[config.mk]
export PLATFORM = sky130hd
export DESIGN_NAME = x2050ryarb_flat
export DESIGN_NICKNAME = d
export VERILOG_FILES = /design/src/rtl/x2050ryarb_if.sv /design/src/rtl/x2050ryarb.sv /design/src/flat_wrapper.sv
export SDC_FILE = /design/constraint.sdc
export NUM_CORES = 1
export LEC_CHECK = 0
export CAP_MARGIN = 5
export CELL_PAD_IN_SITES_DETAIL_PLACEMENT = 1
export CELL_PAD_IN_SITES_GLOBAL_PLACEMENT = 2
export CORE_MARGIN = 10
export CORE_UTILIZATION = 24
export CTS_BUF_LIST = sky130_fd_sc_hd__clkbuf_4 sky130_fd_sc_hd__clkbuf_8 sky130_fd_sc_hd__clkbuf_16
export CTS_CLUSTER_SIZE = 14
export DETAILED_ROUTE_END_ITERATION = 8
export PLACE_DENSITY_LB_ADDON = 0.15
export SETUP_SLACK_MARGIN = 0.05
export SLEW_MARGIN = 10
export SYNTH_ARGS = -nofsm -noshare
export SYNTH_HDL_FRONTEND = slang
export SYNTH_SLANG_ARGS = --single-unit
[constraint.sdc]
create_clock -name i_clk -period 1.5 [get_ports i_clk]
set_clock_uncertainty 0.1 [all_clocks]
set_input_delay 0.3 -clock i_clk [delete_from_list [all_inputs] [get_ports i_clk]]
set_output_delay 0.3 -clock i_clk [all_outputs]
set_load 0.02 [all_outputs]
[src/rtl/x2050ryarb_if.sv]
// Handshake bundle between the ROS/channel requesters and the RY/LX arbiter.
// o_ch_err exists only when X2050_RYARB_CODECHK_EN is defined.
interface x2050ryarb_if;
  logic       i_ros_valid;
  logic [2:0] i_ros_ry;
  logic [2:0] i_ros_lx;
  logic       i_ch_req;
  logic [2:0] i_ch_ry;
  logic [2:0] i_ch_lx;
  logic [1:0] i_ch_len;
  logic [2:0] o_ry;
  logic [2:0] o_lx;
  logic       o_ch_gnt;
  logic       o_ch_beat;
  logic       o_ros_stall;
`ifdef X2050_RYARB_CODECHK_EN
  logic       o_ch_err;
`endif

  modport slave (
    input  i_ros_valid, i_ros_ry, i_ros_lx,
    input  i_ch_req, i_ch_ry, i_ch_lx, i_ch_len,
    output o_ry, o_lx, o_ch_gnt, o_ch_beat, o_ros_stall
`ifdef X2050_RYARB_CODECHK_EN
    , output o_ch_err
`endif
  );

  modport master (
    output i_ros_valid, i_ros_ry, i_ros_lx,
    output i_ch_req, i_ch_ry, i_ch_lx, i_ch_len,
    input  o_ry, o_lx, o_ch_gnt, o_ch_beat, o_ros_stall
`ifdef X2050_RYARB_CODECHK_EN
    , input o_ch_err
`endif
  );
endinterface

[src/rtl/x2050ryarb.sv]
// Right adder input (RY/LX) arbiter: ROS microword vs. channel cycle-steal bursts.
// Optional macro X2050_RYARB_CODECHK_EN refuses channel grants carrying RY codes 6/7.
module x2050ryarb #(
  parameter int STARVE_LIMIT = 8,
  parameter int CNT_W        = 4
) (
  input logic         i_clk,
  input logic         i_reset,
  x2050ryarb_if.slave bus
);

  localparam logic [CNT_W-1:0] LIMIT = CNT_W'(STARVE_LIMIT);

  typedef enum logic {
    IDLE = 1'b0,
    XFER = 1'b1
  } state_t;

  state_t           state, state_n;
  logic [1:0]       beats_left, beats_left_n;
  logic [CNT_W-1:0] starve_cnt, starve_cnt_n;
  logic             fair, fair_n;
  logic [2:0]       lat_ry, lat_ry_n;
  logic [2:0]       lat_lx, lat_lx_n;
  logic [2:0]       ry_q, ry_n;
  logic [2:0]       lx_q, lx_n;
  logic             gnt_q, gnt_n;
  logic             beat_q, beat_n;
  logic             stall_q, stall_n;
  logic             err_q, err_n;
  logic             ch_win;
  logic             ry_illegal;

  // The channel wins only when ROS is idle or has starved it long enough.
  assign ch_win     = bus.i_ch_req && !fair &&
                      (!bus.i_ros_valid || (starve_cnt == LIMIT));
  assign ry_illegal = (bus.i_ch_ry > 3'd5);

  always_ff @(posedge i_clk) begin
    if (!i_reset) begin
      state      <= IDLE;
      beats_left <= '0;
      starve_cnt <= '0;
      fair       <= 1'b0;
      lat_ry     <= '0;
      lat_lx     <= '0;
      ry_q       <= '0;
      lx_q       <= '0;
      gnt_q      <= 1'b0;
      beat_q     <= 1'b0;
      stall_q    <= 1'b0;
      err_q      <= 1'b0;
    end else begin
      state      <= state_n;
      beats_left <= beats_left_n;
      starve_cnt <= starve_cnt_n;
      fair       <= fair_n;
      lat_ry     <= lat_ry_n;
      lat_lx     <= lat_lx_n;
      ry_q       <= ry_n;
      lx_q       <= lx_n;
      gnt_q      <= gnt_n;
      beat_q     <= beat_n;
      stall_q    <= stall_n;
      err_q      <= err_n;
    end
  end

  always_comb begin
    state_n      = state;
    beats_left_n = beats_left;
    starve_cnt_n = starve_cnt;
    fair_n       = fair;
    lat_ry_n     = lat_ry;
    lat_lx_n     = lat_lx;
    ry_n         = '0;
    lx_n         = '0;
    gnt_n        = 1'b0;
    beat_n       = 1'b0;
    stall_n      = 1'b0;
    err_n        = 1'b0;

    case (state)
      IDLE: begin
        fair_n = 1'b0;
        if (ch_win) begin
          starve_cnt_n = '0;
`ifdef X2050_RYARB_CODECHK_EN
          if (ry_illegal) begin
            // Refused grant: flag the error but keep serving ROS this cycle.
            gnt_n = 1'b1;
            err_n = 1'b1;
            if (bus.i_ros_valid) begin
              ry_n = bus.i_ros_ry;
              lx_n = bus.i_ros_lx;
            end
          end else begin
            lat_ry_n = bus.i_ch_ry;
            lat_lx_n = bus.i_ch_lx;
            ry_n     = bus.i_ch_ry;
            lx_n     = bus.i_ch_lx;
            gnt_n    = 1'b1;
            beat_n   = 1'b1;
            stall_n  = bus.i_ros_valid;
            if (bus.i_ch_len != 2'd0) begin
              state_n      = XFER;
              beats_left_n = bus.i_ch_len;
            end else begin
              fair_n = 1'b1;
            end
          end
`else
          // Without code checking, illegal RY codes degrade to the zero source.
          lat_ry_n = ry_illegal ? 3'd0 : bus.i_ch_ry;
          lat_lx_n = bus.i_ch_lx;
          ry_n     = ry_illegal ? 3'd0 : bus.i_ch_ry;
          lx_n     = bus.i_ch_lx;
          gnt_n    = 1'b1;
          beat_n   = 1'b1;
          stall_n  = bus.i_ros_valid;
          if (bus.i_ch_len != 2'd0) begin
            state_n      = XFER;
            beats_left_n = bus.i_ch_len;
          end else begin
            fair_n = 1'b1;
          end
`endif
        end else if (bus.i_ros_valid) begin
          ry_n = bus.i_ros_ry;
          lx_n = bus.i_ros_lx;
          if (bus.i_ch_req && (starve_cnt < LIMIT)) begin
            starve_cnt_n = starve_cnt + CNT_W'(1);
          end
        end
      end

      XFER: begin
        // beats_left counts the beats still owed after the one already on the outputs.
        ry_n         = lat_ry;
        lx_n         = lat_lx;
        beat_n       = 1'b1;
        stall_n      = 1'b1;
        beats_left_n = beats_left - 2'd1;
        if (beats_left == 2'd1) begin
          state_n = IDLE;
          fair_n  = 1'b1;
        end
      end

      default: begin
        state_n = IDLE;
      end
    endcase
  end

  assign bus.o_ry        = ry_q;
  assign bus.o_lx        = lx_q;
  assign bus.o_ch_gnt    = gnt_q;
  assign bus.o_ch_beat   = beat_q;
  assign bus.o_ros_stall = stall_q;
`ifdef X2050_RYARB_CODECHK_EN
  assign bus.o_ch_err    = err_q;
`else
  logic unused_err;
  assign unused_err = err_q;
`endif

endmodule

[src/flat_wrapper.sv]
// flat-port wrapper written by rule: the top's interface ports become plain ports
module x2050ryarb_flat 
#(
  parameter int STARVE_LIMIT = 8,
  parameter int CNT_W        = 4
)
  (i_clk, i_reset, bus_i_ros_valid, bus_i_ros_ry, bus_i_ros_lx, bus_i_ch_req, bus_i_ch_ry, bus_i_ch_lx, bus_i_ch_len, bus_o_ry, bus_o_lx, bus_o_ch_gnt, bus_o_ch_beat, bus_o_ros_stall);
  x2050ryarb_if bus_i ();
  input logic i_clk;
  input logic i_reset;
  input wire logic [$bits(bus_i.i_ros_valid)-1:0] bus_i_ros_valid;
  input wire logic [$bits(bus_i.i_ros_ry)-1:0] bus_i_ros_ry;
  input wire logic [$bits(bus_i.i_ros_lx)-1:0] bus_i_ros_lx;
  input wire logic [$bits(bus_i.i_ch_req)-1:0] bus_i_ch_req;
  input wire logic [$bits(bus_i.i_ch_ry)-1:0] bus_i_ch_ry;
  input wire logic [$bits(bus_i.i_ch_lx)-1:0] bus_i_ch_lx;
  input wire logic [$bits(bus_i.i_ch_len)-1:0] bus_i_ch_len;
  output wire logic [$bits(bus_i.o_ry)-1:0] bus_o_ry;
  output wire logic [$bits(bus_i.o_lx)-1:0] bus_o_lx;
  output wire logic [$bits(bus_i.o_ch_gnt)-1:0] bus_o_ch_gnt;
  output wire logic [$bits(bus_i.o_ch_beat)-1:0] bus_o_ch_beat;
  output wire logic [$bits(bus_i.o_ros_stall)-1:0] bus_o_ros_stall;
  assign bus_i.i_ros_valid = bus_i_ros_valid;
  assign bus_i.i_ros_ry = bus_i_ros_ry;
  assign bus_i.i_ros_lx = bus_i_ros_lx;
  assign bus_i.i_ch_req = bus_i_ch_req;
  assign bus_i.i_ch_ry = bus_i_ch_ry;
  assign bus_i.i_ch_lx = bus_i_ch_lx;
  assign bus_i.i_ch_len = bus_i_ch_len;
  assign bus_o_ry = bus_i.o_ry;
  assign bus_o_lx = bus_i.o_lx;
  assign bus_o_ch_gnt = bus_i.o_ch_gnt;
  assign bus_o_ch_beat = bus_i.o_ch_beat;
  assign bus_o_ros_stall = bus_i.o_ros_stall;
  x2050ryarb #(.STARVE_LIMIT(STARVE_LIMIT), .CNT_W(CNT_W)) u_core (.i_clk(i_clk), .i_reset(i_reset), .bus(bus_i));
endmodule
======== Yosys cells after proc, flatten, opt, wreduce, memory -nomap -nowiden ========
Cells that the tools add are included.
storage, ports and cells
  register bits after elaboration ......... 23
  input port bits ......................... 18
operators by class
  add/sub/neg operators ................... 2
  order comparisons ....................... 2
  equal/unequal tests ..................... 5
  mux-type cells .......................... 25
  bitwise gates (word level) .............. 2
  reductions and logical operators ........ 13
operators with widths
  cell                                                                     number
  3-bit 2-to-1 mux                                                         5
  4-bit 2-to-1 mux                                                         3
  3-bit case mux with 2 select lines                                       2
  1-bit 2-to-1 mux                                                         8
  1-bit case mux with 2 select lines                                       4
  2-bit nonzero test                                                       3
  4-bit by 1-bit adder with 4-bit output, second input constant            1
  4-bit == test, second input constant                                     1
  4-bit < comparator, second input constant                                1
  2-bit 2-to-1 mux                                                         2
  2-bit by 1-bit inequality test with 1-bit output, second input constant  2
  2-bit case mux with 2 select lines                                       1
  2-bit AND reduction                                                      2
  3-bit > comparator, second input constant                                1
  1-bit logical AND                                                        3
  3-bit AND reduction                                                      1
  2-bit by 1-bit == test with 1-bit output, second input constant          1
  1-bit logical NOT                                                        2
  2-bit inequality test, second input constant                             1
  1-bit NOT                                                                2
  2-bit OR reduction                                                       1
  2-bit by 1-bit subtractor with 2-bit output, second input constant       1
  1-bit logical OR                                                         1

======== Depth between registers and ports, before layout ========
Gate-level depths: netlist of run 1.
  word-level depth ........................ 5
  depth in mapped cells ................... 7

======== Worst setup path after synthesis of run 1 ========
Ideal clock, no wire load.
  path kind ............................... reg2reg
  start ................................... reg u_core.starve_cnt[0]
  end ..................................... reg u_core.lat_ry[0]
  data arrival time ....................... 1.338 ns
  data required time ...................... 1.331 ns
  setup slack ............................. -0.007 ns
  cell stages (with the launch flop) ...... 8
  path buffers ............................ 1
  clock period less this slack ............ 1.507 ns
  cell sequence ........................... dfxtp_1 > inv_1 > ha_1 > nand3b_4 > a211oi_4 > buf_6 > nand3_1 > o21ai_1
on the way
  longest elaborated chain between the ends .. 4
RTL lines
  item                           RTL line          text
  start: declaration             x2050ryarb.sv:21  logic [CNT_W-1:0] starve_cnt, starve_cnt_n;
  start signal: assignment       x2050ryarb.sv:56  starve_cnt <= starve_cnt_n;
  4-bit == test                  x2050ryarb.sv:36  (!bus.i_ros_valid || (starve_cnt == LIMIT));
  1-bit logical OR               x2050ryarb.sv:36
  1-bit logical AND              x2050ryarb.sv:35  assign ch_win = bus.i_ch_req && !fair &&
  2-bit AND reduction (no line)  -
  end signal: assignment         x2050ryarb.sv:58  lat_ry <= lat_ry_n;
  end: declaration               x2050ryarb.sv:23  logic [2:0] lat_ry, lat_ry_n;
Every way passes these cells.
A chain may end at the register's enable or synchronous reset.

======== Worst setup path in the final report of run 1 ========
  start ................................... reg u_core.starve_cnt[1]
  end ..................................... reg u_core.lat_lx[0]
on the way
  longest elaborated chain between the ends .. 4
RTL lines
  item                           RTL line          text
  4-bit == test                  x2050ryarb.sv:36
  1-bit logical OR               x2050ryarb.sv:36
  1-bit logical AND              x2050ryarb.sv:35
  2-bit AND reduction (no line)  -
  end signal: assignment         x2050ryarb.sv:59  lat_lx <= lat_lx_n;
  end: declaration               x2050ryarb.sv:24  logic [2:0] lat_lx, lat_lx_n;
Every way passes these cells.

==> results of run 1 <==
power by group:
group	leakage (nW)	total, mW	switching [mW]	internal [mW]
sequential	0.189	0.671	0.0209	0.650
clock	0.0262	0.408	0.200	0.208
combinational	0.430	0.328	0.169	0.159
per-stage QoR:
| stage | cell area (um2) | std cells | hold slack, ns | power, mW | util, % |
|---|---|---|---|---|---|
| after floorplan | 1064 | 125 | 0.3253 | 0.8333 | - |
| after global placement | 1493 | 213 | 0.3325 | 0.9942 | 36.27 |
| after detailed placement | 1493 | 213 | 0.3434 | 1.004 | 36.27 |
| after CTS | 1583 | 218 | 0.3559 | 1.418 | 38.46 |
| after global routing | 1617 | 218 | 0.3822 | 1.484 | 39.28 |
| final | 1617 | 218 | 0.3526 | 1.407 | 39.28 |
timing repair:
| item | 4_1_cts | 5_1_grt |
|---|---|---|
| resized for setup | 25 | 8 |
| pin swaps | 2 | 7 |
| gates cloned | 1 | 0 |
| hold buffers | 0 | 0 |
| endpoints found under the setup margin | 24 | 18 |
sequential cells by signal (all words and copies together), names as in the netlist, 2 cells and up:
name	cells
u_core.beats_left	2
u_core.starve_cnt	4
u_core.bus.o_lx	3
u_core.lat_lx	3
u_core.lat_ry	3
u_core.bus.o_ry	3
worst max-delay path, delay by kind of cell (launching register included):
kind                     cells  cell delay (ns)
AO/OA/AOI/OAI                2             0.39
flip-flops                   1             0.33
buffers and inverters        2             0.25
AND/OR/NAND/NOR              2             0.18
adder cells (fa/ha/maj)      1             0.15
layout by cell type, fill, tap and decap left out, types with 2 or more instances in the layout:
| master | instances |
|---|---|
| dfxtp_1 | 22 |
| nand2_1 | 16 |
| buf_4 | 16 |
| clkdlybuf4s50_1 | 15 |
| a21oi_1 | 14 |
| dlygate4sd2_1 | 11 |
| o21ai_0 | 9 |
| nand3_1 | 6 |
| o21ai_1 | 6 |
| nand3_2 | 5 |
| a31oi_1 | 4 |
| buf_6 | 4 |
| inv_2 | 3 |
| nor3_1 | 3 |
| clkbuf_8 | 3 |
| inv_1 | 2 |
| a21oi_2 | 2 |
| nand2_2 | 2 |
| nor2b_1 | 2 |
| ha_1 | 2 |
final cells by class:
cell class | instances | area [um2]
Inverter | 5 | 18.77
Multi-Input combinational cell | 90 | 613.1
Sequential cell | 23 | 461.7
Timing Repair Buffer | 46 | 411.6
Tap cell | 50 | 62.56
Clock buffer | 4 | 48.80
Fill cell | 489 | 2499
cell families after synthesis:
kind of cell | count (synthesis)
compound gates | 43
flops | 23
simple gates | 43
buf+inv | 12
xor+xnor | 1
fa+ha+maj | 3
path summary, 6_finish.rpt:
check                                       end  slack (ns)  depth (start not counted)
setup / recovery  u_core.lat_lx[0]$_SDFFE_PN0P_        0.03                          7
hold / removal    u_core.lat_ry[2]$_SDFFE_PN0P_        0.35                          2
setup reg to reg  u_core.lat_lx[0]$_SDFFE_PN0P_        0.03                          7
hold reg to reg   u_core.lat_ry[2]$_SDFFE_PN0P_        0.35                          2
routing by layer:
metal / vias to the layer above / GRT usage [%] / part of all wire (%)
met5: - / 0 / 0
met3: 2 / 2.460 / 5.2
met4: 0 / 2.246 / 0.57
met1: 500 / 10.27 / 45
li1: 533 / - / -
met2: 17 / 14.94 / 49
==> metrics.md, run 1 <==
| Metric | Value |
|---|---|
| First-pass GRT wire length | `between 5 and 6 mm` |
| GRT Total Usage | `under 10%` |
| Final hold viol count | `0` |
| Final setup fails | `0` |
| Num rows | `23` |
| Clock Latency Late Sink | `0.26 ns` |
| Lkg Pwr | `~0.64 nW` |
| Kind of critical path | `reg2reg` |
| Hold path start | `u_core.lat_ry[2]$_SDFFE_PN0P_` |
| Core Footprint | `between 0.004 and 0.005 mm2` |
| Critical-path cell list | `inv_2, ha_4, nand3b_4, a211oi_4, buf_6, nand3_2, o21ai_1` |
| Number of antenna diodes | `0` |
| Max Freq | `0.6803 GHz` |
| Routed WL | `~3.3 mm` |
| Count of input and output buffers | `26` |
| Top post-synthesis cells by count | `dfxtp_1, nand2_1, a21oi_1` |
| PwrDens | `870.4 mW/mm2` |
| Syn Nets | `146` |
| Routed wire per std cell | `between 15 and 20 um` |
| GRT overflow | `0` |
| Main flop type after synthesis | `dfxtp_1` |
| Share of synthesized registers carrying an async set or reset | `0%` |
| Largest net degree at the start of global routing | `20` |
| # IOs | `27` |
| Crit-path max cell delay | `between 0.3 and 0.4 ns` |
| Ranking of synthesized cells by area | `dfxtp_1, a21oi_1, nand2_1` |
| Compound-Gate Fraction of Synth Area | `roughly 25%` |
| Starting DRT DRC Count | `24` |
| Synthesized area | `between 0.001 and 0.0015 mm2` |
| Initial core utilization | `~26%` |
| Arr. time, crit path | `between 1.5 and 2 ns` |
| Mapped Avg Cell Area | `approximately 8.4 um2` |
| CP Launch Type | `register` |
| Post-route ant nets | `0` |
| Synth-to-Final Area Change | `53.99%` |
| Router iterations before antenna repair | `2` |
| Die X | `about 86 um` |
| Setup total negative slack | `0 ns` |
| Largest family of logic cells by synthesized area | `compound AO/OA/AOI/OAI gates` |
| CP max FO | `6` |
| Synth Register Bits | `23` |
| Min-delay worst type | `reg2reg` |
| Setup bufs post-CTS | `0` |
| Slowest CP cell | `dfxtp_2` |
| Pre-CTS setup slack | `-0.3085 ns` |
| Detailed-route via count | `approximately 1.1k` |
| Initial antenna violation count | `0` |
| Cell with the most instances after synthesis | `dfxtp_1` |
| Yosys warns | `0` |
| Number of global-route vias before repair | `between 1k and 1.5k` |
| Worst setup EP type | `register` |
| Via density | `~4.8` |
| Post-synth EDFFs | `0` |
| Die ar. | `0.007419 mm2` |
| Status | `finished clean` |
| CTS tree | `yes` |
| Die Y | `~86 um` |
| H-tree Lvls | `1` |
| Nets@finish | `190` |
| Biggest area consumer among synthesized cells | `dfxtp_1` |
| VDD IR-drop max | `0.3193 mV` |
| Critical path data required time | `1.60 ns` |
| Yosys cell types | `31` |
| RR Startpoint | `u_core.starve_cnt[1]$_SDFFE_PN0P_` |
| Num CTS Buffers | `3` |
| Seq/Total Area, Yosys | `around 44%` |
| Mux cell area share after synthesis | `0%` |
| Mapped Cells | `125` |
| Worst setup path start | `u_core.starve_cnt[1]$_SDFFE_PN0P_` |
| Global placer's final weighted congestion | `~0.74` |
| Max_slew headroom | `roughly 80%` |
| Simple-gate portion of the synthesized area | `a little over a fifth` |
| CTS clk-pin slew, worst paths | `0.08 ns` |
| Fin crit share | `between 90% and 100%` |
| Clock buffer depth | `2` |
| Dpl hpwl | `around 2.6 mm` |
| CTS Root Cell | `clkbuf_8` |
| Unrepaired setup endpoints after global routing | `true` |
| Remaining DRCs | `0` |
| Worst-margin pin slew | `0.3310 ns` |
| Share of the synthesized area in the top cell type | `between 40% and 50%` |
| Post-synthesis xor/xnor area fraction | `less than 1%` |
| Fin. max-slew vios | `0` |
| Number of max-cap violations | `0` |
| Clk sinks | `23` |
| Post-synthesis adder-cell area fraction | `~3.6%` |
| Final WS setup | `between 0.02 and 0.03 ns` |
| Share of post-route cells with drive strength above 1 | `around 27%` |
| Fin crit period | `1.470 ns` |
Power figures use the tool's default switching activity.
==> run 2, diff against run 1 <==
--- a/config.mk
+++ b/config.mk
@@ -14,7 +14,6 @@
 export CTS_CLUSTER_SIZE = 14
 export DETAILED_ROUTE_END_ITERATION = 8
 export PLACE_DENSITY_LB_ADDON = 0.15
-export SETUP_SLACK_MARGIN = 0.05
 export SLEW_MARGIN = 10
 export SYNTH_ARGS = -nofsm -noshare
 export SYNTH_HDL_FRONTEND = slang
==> metrics.md, run 2 (synthesized netlist as in run 1, its figures left out) <==
| Metric | Value |
|---|---|
| Router iterations before antenna repair | `4` |
| R2R depth | `8` |
| Fin. max-slew vios | `0` |
| Dpl hpwl | `between 2 and 3 mm` |
| Fin crit share | `approximately 98%` |
| Cell area after layout | `between 0.0015 and 0.002 mm2` |
| Nets@finish | `roughly 200` |
| Final WS setup | `roughly 0.028 ns` |
| Hold path start | `u_core.lat_lx[1]$_SDFFE_PN0P_` |
| Final hold viol count | `0` |
| Final setup fails | `0` |
| Die X | `86.14 um` |
| CP max FO | `6` |
| Detailed-route via count | `about 1.1k` |
| GRT overflow | `0` |
| Critical path data required time | `about 1.6 ns` |
| Num rows | `23` |
| H-tree Lvls | `1` |
| Starting DRT DRC Count | `36` |
| Global placer's final weighted congestion | `0.8131` |
| VDD IR-drop max | `0.4794 mV` |
| WHS | `around 0.35 ns` |
| Max reg flops | `4` |
| First-pass GRT wire length | `roughly 5.4 mm` |
| Pre-CTS setup slack | `-0.3118 ns` |
| Number of antenna diodes | `0` |
| # IOs | `27` |
| Arr. time, crit path | `around 1.6 ns` |
| Via density | `around 4.7` |
| Routed WL | `~3.3 mm` |
| Worst-margin pin slew | `between 0.3 and 0.4 ns` |
| Setup total negative slack | `0 ns` |
| Die Y | `about 86 um` |
| Inst Count DP | `about 210` |
| Number of global-route vias before repair | `between 1k and 1.5k` |
| Clk pwr share | `between 20% and 30%` |
| Synth-to-Final Area Change | `60.07%` |
| Routed wire per std cell | `14.63 um` |
| Slowest CP cell | `clkdlybuf4s50_1` |
| Min-delay worst type | `reg2reg` |
| Share of post-route cells with drive strength above 1 | `30.06%` |
| Reg-to-reg endpoint | `u_core.lat_ry[1]$_SDFFE_PN0P_` |
| Core Footprint | `~0.004 mm2` |
| Die ar. | `between 0.007 and 0.008 mm2` |
| Sequential power share | `47.3%` |
| Worst setup EP type | `register` |
| Crit-path max cell delay | `0.45 ns` |
| Initial core utilization | `25.51%` |
| CTS clk-pin slew, worst paths | `roughly 0.090 ns` |
| Final Util | `between 40% and 50%` |
| CP Launch Type | `input port` |
| Switching power | `around 400 uW` |
| Max_slew headroom | `about three quarters` |
| Clock buffer depth | `2` |
| Largest net degree at the start of global routing | `20` |
| Lkg Pwr | `between 0.6 and 0.7 nW` |
| Most common cell after layout, fill and taps aside | `buf_4` |
| Clk sinks | `23` |
| Cells on Worst Hold Path | `2` |
| Status | `finished clean` |
| Cell Area, Placed | `0.001485 mm2` |
| Clock Latency Late Sink | `roughly 0.26 ns` |
| Remaining DRCs | `0` |
| Commonest cells after routing, fill and taps aside | `buf_4, dfxtp_1, nand2_1` |
| CTS Root Cell | `clkbuf_8` |
| Finished Layout Cells | `223` |
| Initial antenna violation count | `0` |
| Max Freq | `a little under 0.7 GHz` |
| CTS tree | `yes` |
| Fin crit period | `1.472 ns` |
| Kind of critical path | `in2reg` |
| Number of max-cap violations | `0` |
| Num CTS Buffers | `3` |
| PwrDens | `roughly 840 mW/mm2` |
| Count of input and output buffers | `26` |
| Final Power | `between 1 and 1.5 mW` |
| Reg2Reg Setup Slack | `approximately 0.040 ns` |
| GRT Total Usage | `8.888%` |
| Unrepaired setup endpoints after global routing | `true` |
| Sw Ratio | `28.13%` |
| Post-route ant nets | `0` |
| Internal | `approximately 1.0 mW` |
| Critical-path cell list | `clkdlybuf4s50_1, buf_4, a211oi_4, buf_6, buf_12, nand3_2, o21ai_1` |
| RR Startpoint | `u_core.starve_cnt[0]$_SDFFE_PN0P_` |
| Reg with most FFs | `u_core.starve_cnt` |
| Hold EP | `u_core.lat_lx[1]$_SDFFE_PN0P_` |
| Comb power frac | `around a quarter` |
-- run 2: changes by cell type in the layout (fill, tap and decap cells not counted), moves of 2 or more --
cell / before / now
buf_4: 16 / 22
buf_6: 4 / 1
clkdlybuf4s50_1: 15 / 17
dlygate4sd2_1: 11 / 9
nand2_1: 16 / 18
nand2_2: 2 / 0
-- run 2: how the worst max path moves through the flow --
stage / from / to / slack [ns] / cells after the start
5_1_grt: u_core.starve_cnt[0]$_SDFFE_PN0P_ / u_core.lat_ry[1]$_SDFFE_PN0P_ / -0.06 / 8
2_1_floorplan: u_core.starve_cnt[0]$_SDFFE_PN0P_ / u_core.bus.o_lx[0]$_SDFF_PN0_ / 0.007 / 7
3_5_place_dp: bus_i_ch_req / u_core.bus.o_lx[1]$_SDFF_PN0_ / -0.31 / 5
4_1_cts: bus_i_ch_req / u_core.lat_ry[1]$_SDFFE_PN0P_ / 0.002 / 7
6_report: bus_i_ros_valid / u_core.lat_ry[1]$_SDFFE_PN0P_ / 0.03 / 7
3_3_place_gp: bus_i_ch_req / u_core.bus.o_lx[1]$_SDFF_PN0_ / -0.29 / 5
-- run 2: routing by layer --
layer	track usage [%]	share of wire (%)
met3	3.406	6.3
met5	0	0
met2	15.75	48
met4	1.796	0.58
met1	9.778	45
-- run 2: repair_timing --
item	4_1_cts	5_1_grt
hold buffers	0	0
setup endpoints to repair	20	14
pin swaps	2	3
setup buffers	4	2
cloned	1	0
gates resized for setup	18	13
-- run 2: worst max-delay path, delay by kind of cell --
| family | cells | cell delay, ns |
|---|---|---|
| compound gates | 2 | 0.33 |
| buf+inv | 4 | 0.88 |
| simple gates | 1 | 0.06 |
-- run 2: layout make-up --
| type | instances | area, um2 |
|---|---|---|
| Fill cell | 477 | 2435 |
| Multi-Input combinational cell | 90 | 616.8 |
| Timing Repair Buffer | 51 | 473.0 |
| Sequential cell | 23 | 462.9 |
| Tap cell | 50 | 62.56 |
| Clock buffer | 3 | 41.29 |
| Inverter | 5 | 18.77 |
| Clock inverter | 1 | 5.005 |
-- run 2: power by group through the flow --
| stage | registers (mW) | clock network [mW] | logic, mW |
|---|---|---|---|
| floorplan | 0.704 | 0 | 0.126 |
| global placement | 0.681 | 0 | 0.314 |
| detailed placement | 0.683 | 0 | 0.319 |
| CTS | 0.668 | 0.415 | 0.335 |
| global route | 0.672 | 0.436 | 0.387 |
| finish | 0.668 | 0.394 | 0.349 |
